### config.mk
export PLATFORM = sky130hd
export DESIGN_NAME = forward_hazard_unit_flat
export DESIGN_NICKNAME = d
export VERILOG_FILES = /design/src/rtl/forward_hazard_if.sv /design/src/rtl/forward_hazard_unit.sv /design/src/flat_wrapper.sv
export SDC_FILE = /design/constraint.sdc
export NUM_CORES = 1
export LEC_CHECK = 0
export ABC_AREA = 1
export CAP_MARGIN = 25
export CORE_ASPECT_RATIO = 0.6
export CORE_MARGIN = 4
export CORE_UTILIZATION = 31
export CTS_CLUSTER_SIZE = 8
export DETAILED_ROUTE_END_ITERATION = 6
export PLACE_DENSITY = 0.6
export SYNTH_ARGS = -nofsm -noshare
export SYNTH_HDL_FRONTEND = slang
export SYNTH_SLANG_ARGS = --single-unit
### constraint.sdc
create_clock -name clk -period 1.3 [get_ports clk]
set_input_delay 0.13 -clock clk [delete_from_list [all_inputs] [get_ports clk]]
set_output_delay 0.13 -clock clk [all_outputs]
set_load 0.01 [all_outputs]
### src/rtl/forward_hazard_if.sv
// Decode-side hazard bus between the pipeline control and forward_hazard_unit.
// Optional macro: FWD_HAZARD_PERF_EN adds the stall_cnt performance counter.
interface forward_hazard_if;
    localparam int unsigned REG_W = 5;
    localparam int unsigned SEL_W = 2;
    localparam int unsigned CNT_W = 32;

    logic             id_valid;
    logic [REG_W-1:0] id_rs1;
    logic [REG_W-1:0] id_rs2;
    logic             id_use_rs1;
    logic             id_use_rs2;
    logic [REG_W-1:0] id_rd;
    logic             id_reg_write;
    logic             id_mem_read;
    logic             flush_ex;
    logic             pipe_hold;
    logic             stall_id;
    logic [SEL_W-1:0] fwd_sel_A;
    logic [SEL_W-1:0] fwd_sel_B;
`ifdef FWD_HAZARD_PERF_EN
    logic [CNT_W-1:0] stall_cnt;
`endif

    // Pipeline control side: presents the decode instruction, consumes hazard decisions
    modport master (
        output id_valid, id_rs1, id_rs2, id_use_rs1, id_use_rs2,
        output id_rd, id_reg_write, id_mem_read, flush_ex, pipe_hold,
        input  stall_id, fwd_sel_A, fwd_sel_B
`ifdef FWD_HAZARD_PERF_EN
        , input stall_cnt
`endif
    );

    // Hazard unit side
    modport slave (
        input  id_valid, id_rs1, id_rs2, id_use_rs1, id_use_rs2,
        input  id_rd, id_reg_write, id_mem_read, flush_ex, pipe_hold,
        output stall_id, fwd_sel_A, fwd_sel_B
`ifdef FWD_HAZARD_PERF_EN
        , output stall_cnt
`endif
    );
endinterface

### src/rtl/forward_hazard_unit.sv
// Load-use stall detection and EX operand forwarding selection for a 5-stage pipe.
// Tracks EX/MEM/WB stage records internally; forwarding is decoded from those
// records only. Optional macro: FWD_HAZARD_PERF_EN adds a saturating stall counter.
module forward_hazard_unit (
    input  logic             clk,
    input  logic             reset_n,
    forward_hazard_if.slave  hz
);
    localparam int unsigned REG_W = 5;
    localparam int unsigned SEL_W = 2;
    localparam int unsigned CNT_W = 32;

    localparam logic [SEL_W-1:0] SEL_RF  = 2'b00;
    localparam logic [SEL_W-1:0] SEL_WB  = 2'b01;
    localparam logic [SEL_W-1:0] SEL_MEM = 2'b10;

    typedef struct packed {
        logic             valid;
        logic [REG_W-1:0] rs1;
        logic [REG_W-1:0] rs2;
        logic             use_rs1;
        logic             use_rs2;
        logic [REG_W-1:0] rd;
        logic             reg_write;
        logic             mem_read;
    } ex_rec_t;

    typedef struct packed {
        logic             valid;
        logic [REG_W-1:0] rd;
        logic             reg_write;
    } wr_rec_t;

    ex_rec_t ex_q,  ex_d;
    wr_rec_t mem_q, mem_d;
    wr_rec_t wb_q,  wb_d;
    logic    stall_c;

    // True when a later stage will write a non-x0 register that this source reads
    function automatic logic produces(input wr_rec_t w, input logic use_rs,
                                      input logic [REG_W-1:0] rs);
        return w.valid && w.reg_write && (w.rd != '0) && use_rs && (w.rd == rs);
    endfunction

    // Youngest producer wins; a bubble in EX never forwards
    function automatic logic [SEL_W-1:0] pick(input logic ex_valid, input logic use_rs,
                                              input logic [REG_W-1:0] rs,
                                              input wr_rec_t m, input wr_rec_t w);
        if (!ex_valid)                 return SEL_RF;
        else if (produces(m, use_rs, rs)) return SEL_MEM;
        else if (produces(w, use_rs, rs)) return SEL_WB;
        else                           return SEL_RF;
    endfunction

    // Load-use detection against the instruction currently in EX; a flush kills it
    always_comb begin
        stall_c = 1'b0;
        if (!hz.flush_ex && hz.id_valid && ex_q.valid && ex_q.mem_read &&
            ex_q.reg_write && (ex_q.rd != '0)) begin
            stall_c = (hz.id_use_rs1 && (hz.id_rs1 == ex_q.rd)) ||
                      (hz.id_use_rs2 && (hz.id_rs2 == ex_q.rd));
        end
    end

    // Record advance: hold freezes everything, stall/flush inject an EX bubble
    always_comb begin
        ex_d  = ex_q;
        mem_d = mem_q;
        wb_d  = wb_q;
        if (!hz.pipe_hold) begin
            wb_d            = mem_q;
            mem_d.valid     = ex_q.valid;
            mem_d.rd        = ex_q.rd;
            mem_d.reg_write = ex_q.reg_write;
            if (hz.flush_ex || stall_c) begin
                ex_d = '0;
            end else begin
                ex_d.valid     = hz.id_valid;
                ex_d.rs1       = hz.id_rs1;
                ex_d.rs2       = hz.id_rs2;
                ex_d.use_rs1   = hz.id_use_rs1;
                ex_d.use_rs2   = hz.id_use_rs2;
                ex_d.rd        = hz.id_rd;
                ex_d.reg_write = hz.id_reg_write;
                ex_d.mem_read  = hz.id_mem_read;
            end
        end
    end

    // Stage record registers
    always_ff @(posedge clk or negedge reset_n) begin
        if (!reset_n) begin
            ex_q  <= '0;
            mem_q <= '0;
            wb_q  <= '0;
        end else begin
            ex_q  <= ex_d;
            mem_q <= mem_d;
            wb_q  <= wb_d;
        end
    end

    assign hz.stall_id  = stall_c;
    assign hz.fwd_sel_A = pick(ex_q.valid, ex_q.use_rs1, ex_q.rs1, mem_q, wb_q);
    assign hz.fwd_sel_B = pick(ex_q.valid, ex_q.use_rs2, ex_q.rs2, mem_q, wb_q);

`ifdef FWD_HAZARD_PERF_EN
    logic [CNT_W-1:0] stall_cnt_q, stall_cnt_d;

    // Count stall cycles that actually inject a bubble, saturating at all-ones
    always_comb begin
        stall_cnt_d = stall_cnt_q;
        if (stall_c && !hz.pipe_hold && (stall_cnt_q != '1)) begin
            stall_cnt_d = stall_cnt_q + CNT_W'(1);
        end
    end

    // Stall counter register
    always_ff @(posedge clk or negedge reset_n) begin
        if (!reset_n) stall_cnt_q <= '0;
        else          stall_cnt_q <= stall_cnt_d;
    end

    assign hz.stall_cnt = stall_cnt_q;
`endif
endmodule

### src/flat_wrapper.sv
// flat-port wrapper written by rule: the top's interface ports become plain ports
module forward_hazard_unit_flat 
  (clk, reset_n, hz_id_valid, hz_id_rs1, hz_id_rs2, hz_id_use_rs1, hz_id_use_rs2, hz_id_rd, hz_id_reg_write, hz_id_mem_read, hz_flush_ex, hz_pipe_hold, hz_stall_id, hz_fwd_sel_A, hz_fwd_sel_B);
  forward_hazard_if hz_i ();
  input  logic clk;
  input  logic reset_n;
  input wire logic [$bits(hz_i.id_valid)-1:0] hz_id_valid;
  input wire logic [$bits(hz_i.id_rs1)-1:0] hz_id_rs1;
  input wire logic [$bits(hz_i.id_rs2)-1:0] hz_id_rs2;
  input wire logic [$bits(hz_i.id_use_rs1)-1:0] hz_id_use_rs1;
  input wire logic [$bits(hz_i.id_use_rs2)-1:0] hz_id_use_rs2;
  input wire logic [$bits(hz_i.id_rd)-1:0] hz_id_rd;
  input wire logic [$bits(hz_i.id_reg_write)-1:0] hz_id_reg_write;
  input wire logic [$bits(hz_i.id_mem_read)-1:0] hz_id_mem_read;
  input wire logic [$bits(hz_i.flush_ex)-1:0] hz_flush_ex;
  input wire logic [$bits(hz_i.pipe_hold)-1:0] hz_pipe_hold;
  output wire logic [$bits(hz_i.stall_id)-1:0] hz_stall_id;
  output wire logic [$bits(hz_i.fwd_sel_A)-1:0] hz_fwd_sel_A;
  output wire logic [$bits(hz_i.fwd_sel_B)-1:0] hz_fwd_sel_B;
  assign hz_i.id_valid = hz_id_valid;
  assign hz_i.id_rs1 = hz_id_rs1;
  assign hz_i.id_rs2 = hz_id_rs2;
  assign hz_i.id_use_rs1 = hz_id_use_rs1;
  assign hz_i.id_use_rs2 = hz_id_use_rs2;
  assign hz_i.id_rd = hz_id_rd;
  assign hz_i.id_reg_write = hz_id_reg_write;
  assign hz_i.id_mem_read = hz_id_mem_read;
  assign hz_i.flush_ex = hz_flush_ex;
  assign hz_i.pipe_hold = hz_pipe_hold;
  assign hz_stall_id = hz_i.stall_id;
  assign hz_fwd_sel_A = hz_i.fwd_sel_A;
  assign hz_fwd_sel_B = hz_i.fwd_sel_B;
  forward_hazard_unit u_core (.clk(clk), .reset_n(reset_n), .hz(hz_i));
endmodule
Word level (Yosys, flattened, before mapping)
Index checks and enable logic that the tools add are counted.
{"block": "op_classes", "n_mux": 8, "n_reduce_logical": 25, "n_eq_ne": 6}
{"operator": "$eq A5 B5 Y1", "count": 6}
{"operator": "$mux W20", "count": 1}
{"operator": "$logic_and A1 B1 Y1", "count": 19}
{"operator": "$reduce_bool A5 Y1", "count": 3}
{"operator": "$mux W2", "count": 4}
{"operator": "$mux W1", "count": 3}
{"operator": "$logic_or A1 B1 Y1", "count": 2}
{"operator": "$logic_not A1 Y1", "count": 1}
{"block": "totals", "register_bits": 34, "elab_cells": 53, "out_inout_bits": 5}

Depth between registers and ports, before layout
Gate-level depths: netlist of run 1.
{"block": "depth", "depth_word": 9, "mapped_depth": 10, "depth_no_buf": 9}

Least setup slack after synthesis of run 1
No wires, ideal clock.
{"block": "synth_path", "path_kind": "register to output", "startpoint": "reg u_core.ex_q[2] (netlist bit)", "endpoint": "out hz_stall_id", "stages_incl_launch_ff": 9, "path_buffers": 1, "t_required_ns": 1.170, "t_arrival_ns": 1.063, "slack_ns": 0.107, "cell_sequence": "dfrtp_1 nand2_1 nand2_1 nor2_2 nand3_1 nand2_1 nand2_2 buf_6 inv_1"}
{"block": "synth_via", "elab_chain_len": 4}
{"element": "start: declaration", "line": "forward_hazard_unit.sv:34", "rtl": "ex_rec_t ex_q, ex_d;"}
{"element": "start signal: assignment", "line": "forward_hazard_unit.sv:93", "rtl": "ex_q <= '0;"}
{"element": "start signal: assignment", "line": "forward_hazard_unit.sv:97", "rtl": "ex_q <= ex_d;"}
{"element": "$eq A5 B5 Y1, on equally long branches", "line": "forward_hazard_unit.sv:60, forward_hazard_unit.sv:61"}
{"element": "$logic_and A1 B1 Y1, on equally long branches", "line": "forward_hazard_unit.sv:60, forward_hazard_unit.sv:61"}
{"element": "$logic_or A1 B1 Y1", "line": "forward_hazard_unit.sv:60", "rtl": "stall_c = (hz.id_use_rs1 && (hz.id_rs1 == ex_q.rd)) ||"}
{"element": "$mux W1 (*)", "line": "forward_hazard_unit.sv:58", "rtl": "if (!hz.flush_ex && hz.id_valid && ex_q.valid && ex_q.mem_read &&"}
{"element": "end: declaration", "line": "flat_wrapper.sv:17", "rtl": "output wire logic [$bits(hz_i.stall_id)-1:0] hz_stall_id;"}
Mark *: on every way between the ends. The rest lies on a longest branch, timed or not.

Worst setup path in the final report of run 1
{"block": "layout_path", "startpoint": "reg u_core.mem_q[1] (netlist bit)", "endpoint": "out hz_fwd_sel_B[0]"}
{"block": "layout_via", "elab_chain_len": 6}
{"element": "start: declaration", "line": "forward_hazard_unit.sv:35", "rtl": "wr_rec_t mem_q, mem_d;"}
{"element": "start signal: assignment", "line": "forward_hazard_unit.sv:98", "rtl": "mem_q <= mem_d;"}
{"element": "$reduce_bool A5 Y1", "line": "forward_hazard_unit.sv:42", "rtl": "return w.valid && w.reg_write && (w.rd != '0) && use_rs && (w.rd == rs);"}
{"element": "$logic_and A1 B1 Y1 (2 in a row)", "line": "forward_hazard_unit.sv:42"}
{"element": "$logic_and A1 B1 Y1 (*)", "line": "forward_hazard_unit.sv:42"}
{"element": "$mux W2 (*)", "line": "forward_hazard_unit.sv:50", "rtl": "else if (produces(m, use_rs, rs)) return SEL_MEM;"}
{"element": "$mux W2 (*)", "line": "forward_hazard_unit.sv:49", "rtl": "if (!ex_valid) return SEL_RF;"}
{"element": "end: declaration", "line": "flat_wrapper.sv:19", "rtl": "output wire logic [$bits(hz_i.fwd_sel_B)-1:0] hz_fwd_sel_B;"}
Marked as above.

==> impl_metrics.env, run 1 <==
export IMPL_rsz_0062_raised_after_global_routing="true"
export IMPL_run_status="finished, violations left"
export IMPL_post_route_drc_violation_count=0
export IMPL_dr_total_vias=2094
export IMPL_synth_xor_area_share_pct=2.93
export IMPL_switching_share_pct=27.5
export IMPL_timing_critical_path_cells="inv_2 > nand2_1 > nand3_1 > nor2_2 > nand4_1 > nor2_2 > nor2_2 > buf_2"
export IMPL_maximum_number_of_pins_on_one_net_before_global_route_repair=35
export IMPL_synthMuxAreaShare_pct=0.538
export IMPL_cp_start_kind="flip-flop"
export IMPL_antenna_diode_count=0
export IMPL_die_height_um=71.6
export IMPL_netSwitchingPower_mw=0.921
export IMPL_cts_tree="built"
export IMPL_finalPower_mw=3.35
export IMPL_tritoncts_num_sinks=34
export IMPL_grt_pass1_wl_um=10400
export IMPL_post_synth_num_cell_types=28
export IMPL_syn_inst=300
export IMPL_finish_net_count=402
export IMPL_worst_slew_pin_slew_ns=0.313
export IMPL_critPathMaxStageDelay_ns=0.42
export IMPL_postSynthNetCount=324
export IMPL_clock_tree_root_cell="sky130_fd_sc_hd__clkbuf_16"
export IMPL_final_cells=463
export IMPL_insertion_delay_ns=0.28
export IMPL_grt_pass1_vias=2078
export IMPL_source_of_the_worst_hold_timing_path="hz_pipe_hold"
export IMPL_layout_filler_cell_count=662
export IMPL_placedCellCount=431
export IMPL_antenna_found_initial=0
export IMPL_gpl_final_weighted_congestion=0.927
export IMPL_synth_compound_area_share_pct=6.04
export IMPL_die_wd_um=114
export IMPL_largest_family_of_logic_cells_by_synthesized_area="simple AND/OR/NAND/NOR gates"
export IMPL_worstReg2RegStart="u_core.ex_q[5]$_DFFE_PN0N_"
export IMPL_final_hold_viol_count=0
export IMPL_synth_top_cell_area_share_pct=40.7
export IMPL_path_delay_family="simple AND/OR/NAND/NOR gates"
export IMPL_yosysMostFrequentCell="sky130_fd_sc_hd__nand2_1"
export IMPL_setup_violations=25
export IMPL_seq_power_share_pct=37.8
export IMPL_path_clk_slew_ns=0.06
export IMPL_start_util_pct=33.0
export IMPL_row_count=22
export IMPL_synth_area_leaders="sky130_fd_sc_hd__dfrtp_1 41%, sky130_fd_sc_hd__nand2_1 17%, sky130_fd_sc_hd__inv_1 8.1%"
export IMPL_setup_tns_final_ns=-4.19
export IMPL_power_internal_mw=2.43
export IMPL_setup_worst_path_end_class="output pin"
export IMPL_max_cap_violations=0
export IMPL_area_growth_pct=51.6
export IMPL_syn_cell_area_mm2=0.00209
export IMPL_fin_worst_hold_slack_ns=0.152
export IMPL_place_port_buffers=28
export IMPL_ctsHtreeMaxLevel=2
export IMPL_synth_largest_area_cell="sky130_fd_sc_hd__dfrtp_1"
export IMPL_synth_edff_count=0
export IMPL_timing_final_ws_setup_ns=-0.335
export IMPL_crit_start="u_core.mem_q[1]$_DFFE_PN0N_"
export IMPL_yosys_register_bits=34
export IMPL_place_hpwl_um=4100
export IMPL_tritoncts_num_buffers=5
export IMPL_dominantRegCellSynth="sky130_fd_sc_hd__dfrtp_1"
export IMPL_slew_limit_headroom_pct=79.1
export IMPL_grt_overflow=0
export IMPL_detail_route_iter0_violations=92
export IMPL_min_delay_path_class="in -> reg"
export IMPL_vias_per_cell=4.52
export IMPL_crit_path_max_fanout=5
export IMPL_first_pass_iters=4
export IMPL_period_minus_slack_ns=1.63
export IMPL_seq_area_frac_synth_pct=40.7
export IMPL_synth_simple_gate_area_share_pct=37.3
export IMPL_post_synth_most_frequent_cells="97 x sky130_fd_sc_hd__nand2_1, 45 x sky130_fd_sc_hd__inv_1, 37 x sky130_fd_sc_hd__nor2_1"
export IMPL_timing_critical_path_arrival_ns=1.50
export IMPL_route_final_wire_length_um=5970
export IMPL_postSynth_asyncResetShare_pct=100
export IMPL_crit_path_frequent_cell="sky130_fd_sc_hd__nor2_2"
export IMPL_count_of_warnings_emitted_by_yosys=0
export IMPL_violations="negative setup slack"
export IMPL_slew_violations=0
export IMPL_pwr_density_cell_mw_per_mm2=1060
export IMPL_ios=29
export IMPL_timing_limited_maximum_frequency_mhz=612
export IMPL_irDropWorstVdd_mv=0.680
export IMPL_cp_data_required_time_ns=1.17
export IMPL_postCtsHoldBufs=0
export IMPL_crit_path_class="reg -> out"
export IMPL_relative_contribution_of_the_clock_network_to_total_power_pct=40.7
export IMPL_clock_skew_ns=0.00300
export IMPL_total_leakage_power_nw=1.61
export IMPL_design_die_area_mm2=0.00817
export IMPL_avgRoutedWirePerCell_um=12.9
export IMPL_synth_area_per_cell_um2=6.97
export IMPL_timing_critical_path_buf_inv=2
export IMPL_power_frac_comb_pct=21.4
export IMPL_synth_adder_area_share_pct=0
export IMPL_worst_path_max_delay_cell="sky130_fd_sc_hd__dfrtp_2"
export IMPL_layout_worst_path_cycle_share_pct=126
export IMPL_final_antenna_net_count=0
export IMPL_ctsLongestPathBuffers=2
export IMPL_drive_gt1_share_pct=32.2
export IMPL_groute_usage_overall_pct=15.8
export IMPL_design_core_area_mm2=0.00633
power by group through the flow:
stage / sequential [mW] / clock (mW) / combinational, mW
finish: 1.27 / 1.36 / 0.718
global route: 1.28 / 1.44 / 0.816
CTS: 1.26 / 1.39 / 0.656
detailed placement: 1.28 / 0 / 0.593
global placement: 1.28 / 0 / 0.583
floorplan: 1.25 / 0 / 0.334
layout make-up:
class / instances / area [µm²] / share of cell area [%]
Timing Repair Buffer: 82 / 744 / 23.5
Sequential cell: 34 / 857 / 27.0
Tap cell: 84 / 105 / 3.31
Multi-Input combinational cell: 208 / 1120 / 35.3
Clock inverter: 2 / 37.5 / 1.18
Clock buffer: 6 / 129 / 4.06
Inverter: 47 / 179 / 5.64
registers in the layout, indices dropped and copies added, names as in the netlist:
name / cells
u_core.wb_q: 7
u_core.mem_q: 7
u_core.ex_q: 20
worst paths after layout:
kind | to | slack (ns) | cells past startpoint
setup / recovery | hz_fwd_sel_B[0] | -0.33 | 8
setup reg to reg | u_core.ex_q[17]$_DFFE_PN0N_ | -0.18 | 11
hold reg to reg | u_core.ex_q[0]$_DFFE_PN0N_ | 0.49 | 2
min in group asynchronous | u_core.wb_q[1]$_DFFE_PN0N_ | 0.22 | 2
max in group asynchronous | u_core.ex_q[4]$_DFFE_PN0N_ | 0.87 | 2
hold / removal | u_core.mem_q[6]$_DFFE_PN0N_ | 0.15 | 2
routing by layer:
metal	vias up	GRT usage, %	part of all wire [%]
met2	42	23.5	44
met1	961	24.2	51
met5	-	0	0
met3	4	3.12	5.1
met4	0	2.37	0.42
li1	1087	-	-
metrics by stage:
step	setup WS (ns)	instance area [µm²]	utilization, %
6_report	-0.335	3170	50.1
5_1_grt	-0.443	3170	50.1
4_1_cts	-0.375	3070	48.4
3_3_place_gp	-0.545	2650	41.8
2_1_floorplan	0.107	2090	-
3_5_place_dp	-0.529	2650	41.8
repair_timing:
| action | in CTS | in global routing |
|---|---|---|
| resized for setup | 54 | 33 |
| pin swaps | 15 | 21 |
| setup endpoints to repair | 25 | 25 |
| buffers inserted | 11 | 15 |
| cloned | 3 | 0 |
cell usage in the layout, fill, tap and decap left out, drive strengths merged:
cell,instances
o22ai,2
bufinv,1
clkbuf,6
buf,60
a211oi,1
or2,1
inv,47
clkinvlp,1
nor2,38
dfrtp,34
a21oi,4
mux2,1
nand4,6
o21ai,14
o2111ai,1
xnor2,5
nand2,98
nor3,5
xor2,2
o211ai,1
nand3,29
clkdlybuf4s50,22
worst register-to-register path, delay by kind of cell (launching register included):
kind	cells	cell delay [ns]
and+or+nand+nor	8	0.62
DFF	1	0.42
buffers and inverters	3	0.34
cells by family after synthesis:
kind of cell    Yosys count
compound gates           23
xor+xnor                  7
buf+inv                  58
flops                    34
mux                       1
simple gates            177
Power figures use the tool's default switching activity.
==> run 2: changes to the inputs <==
Settings changed: HOLD_SLACK_MARGIN set to 0.1.
==> results of run 2 <==
No change in the layout: final DEF, timing and power equal those of run 1.
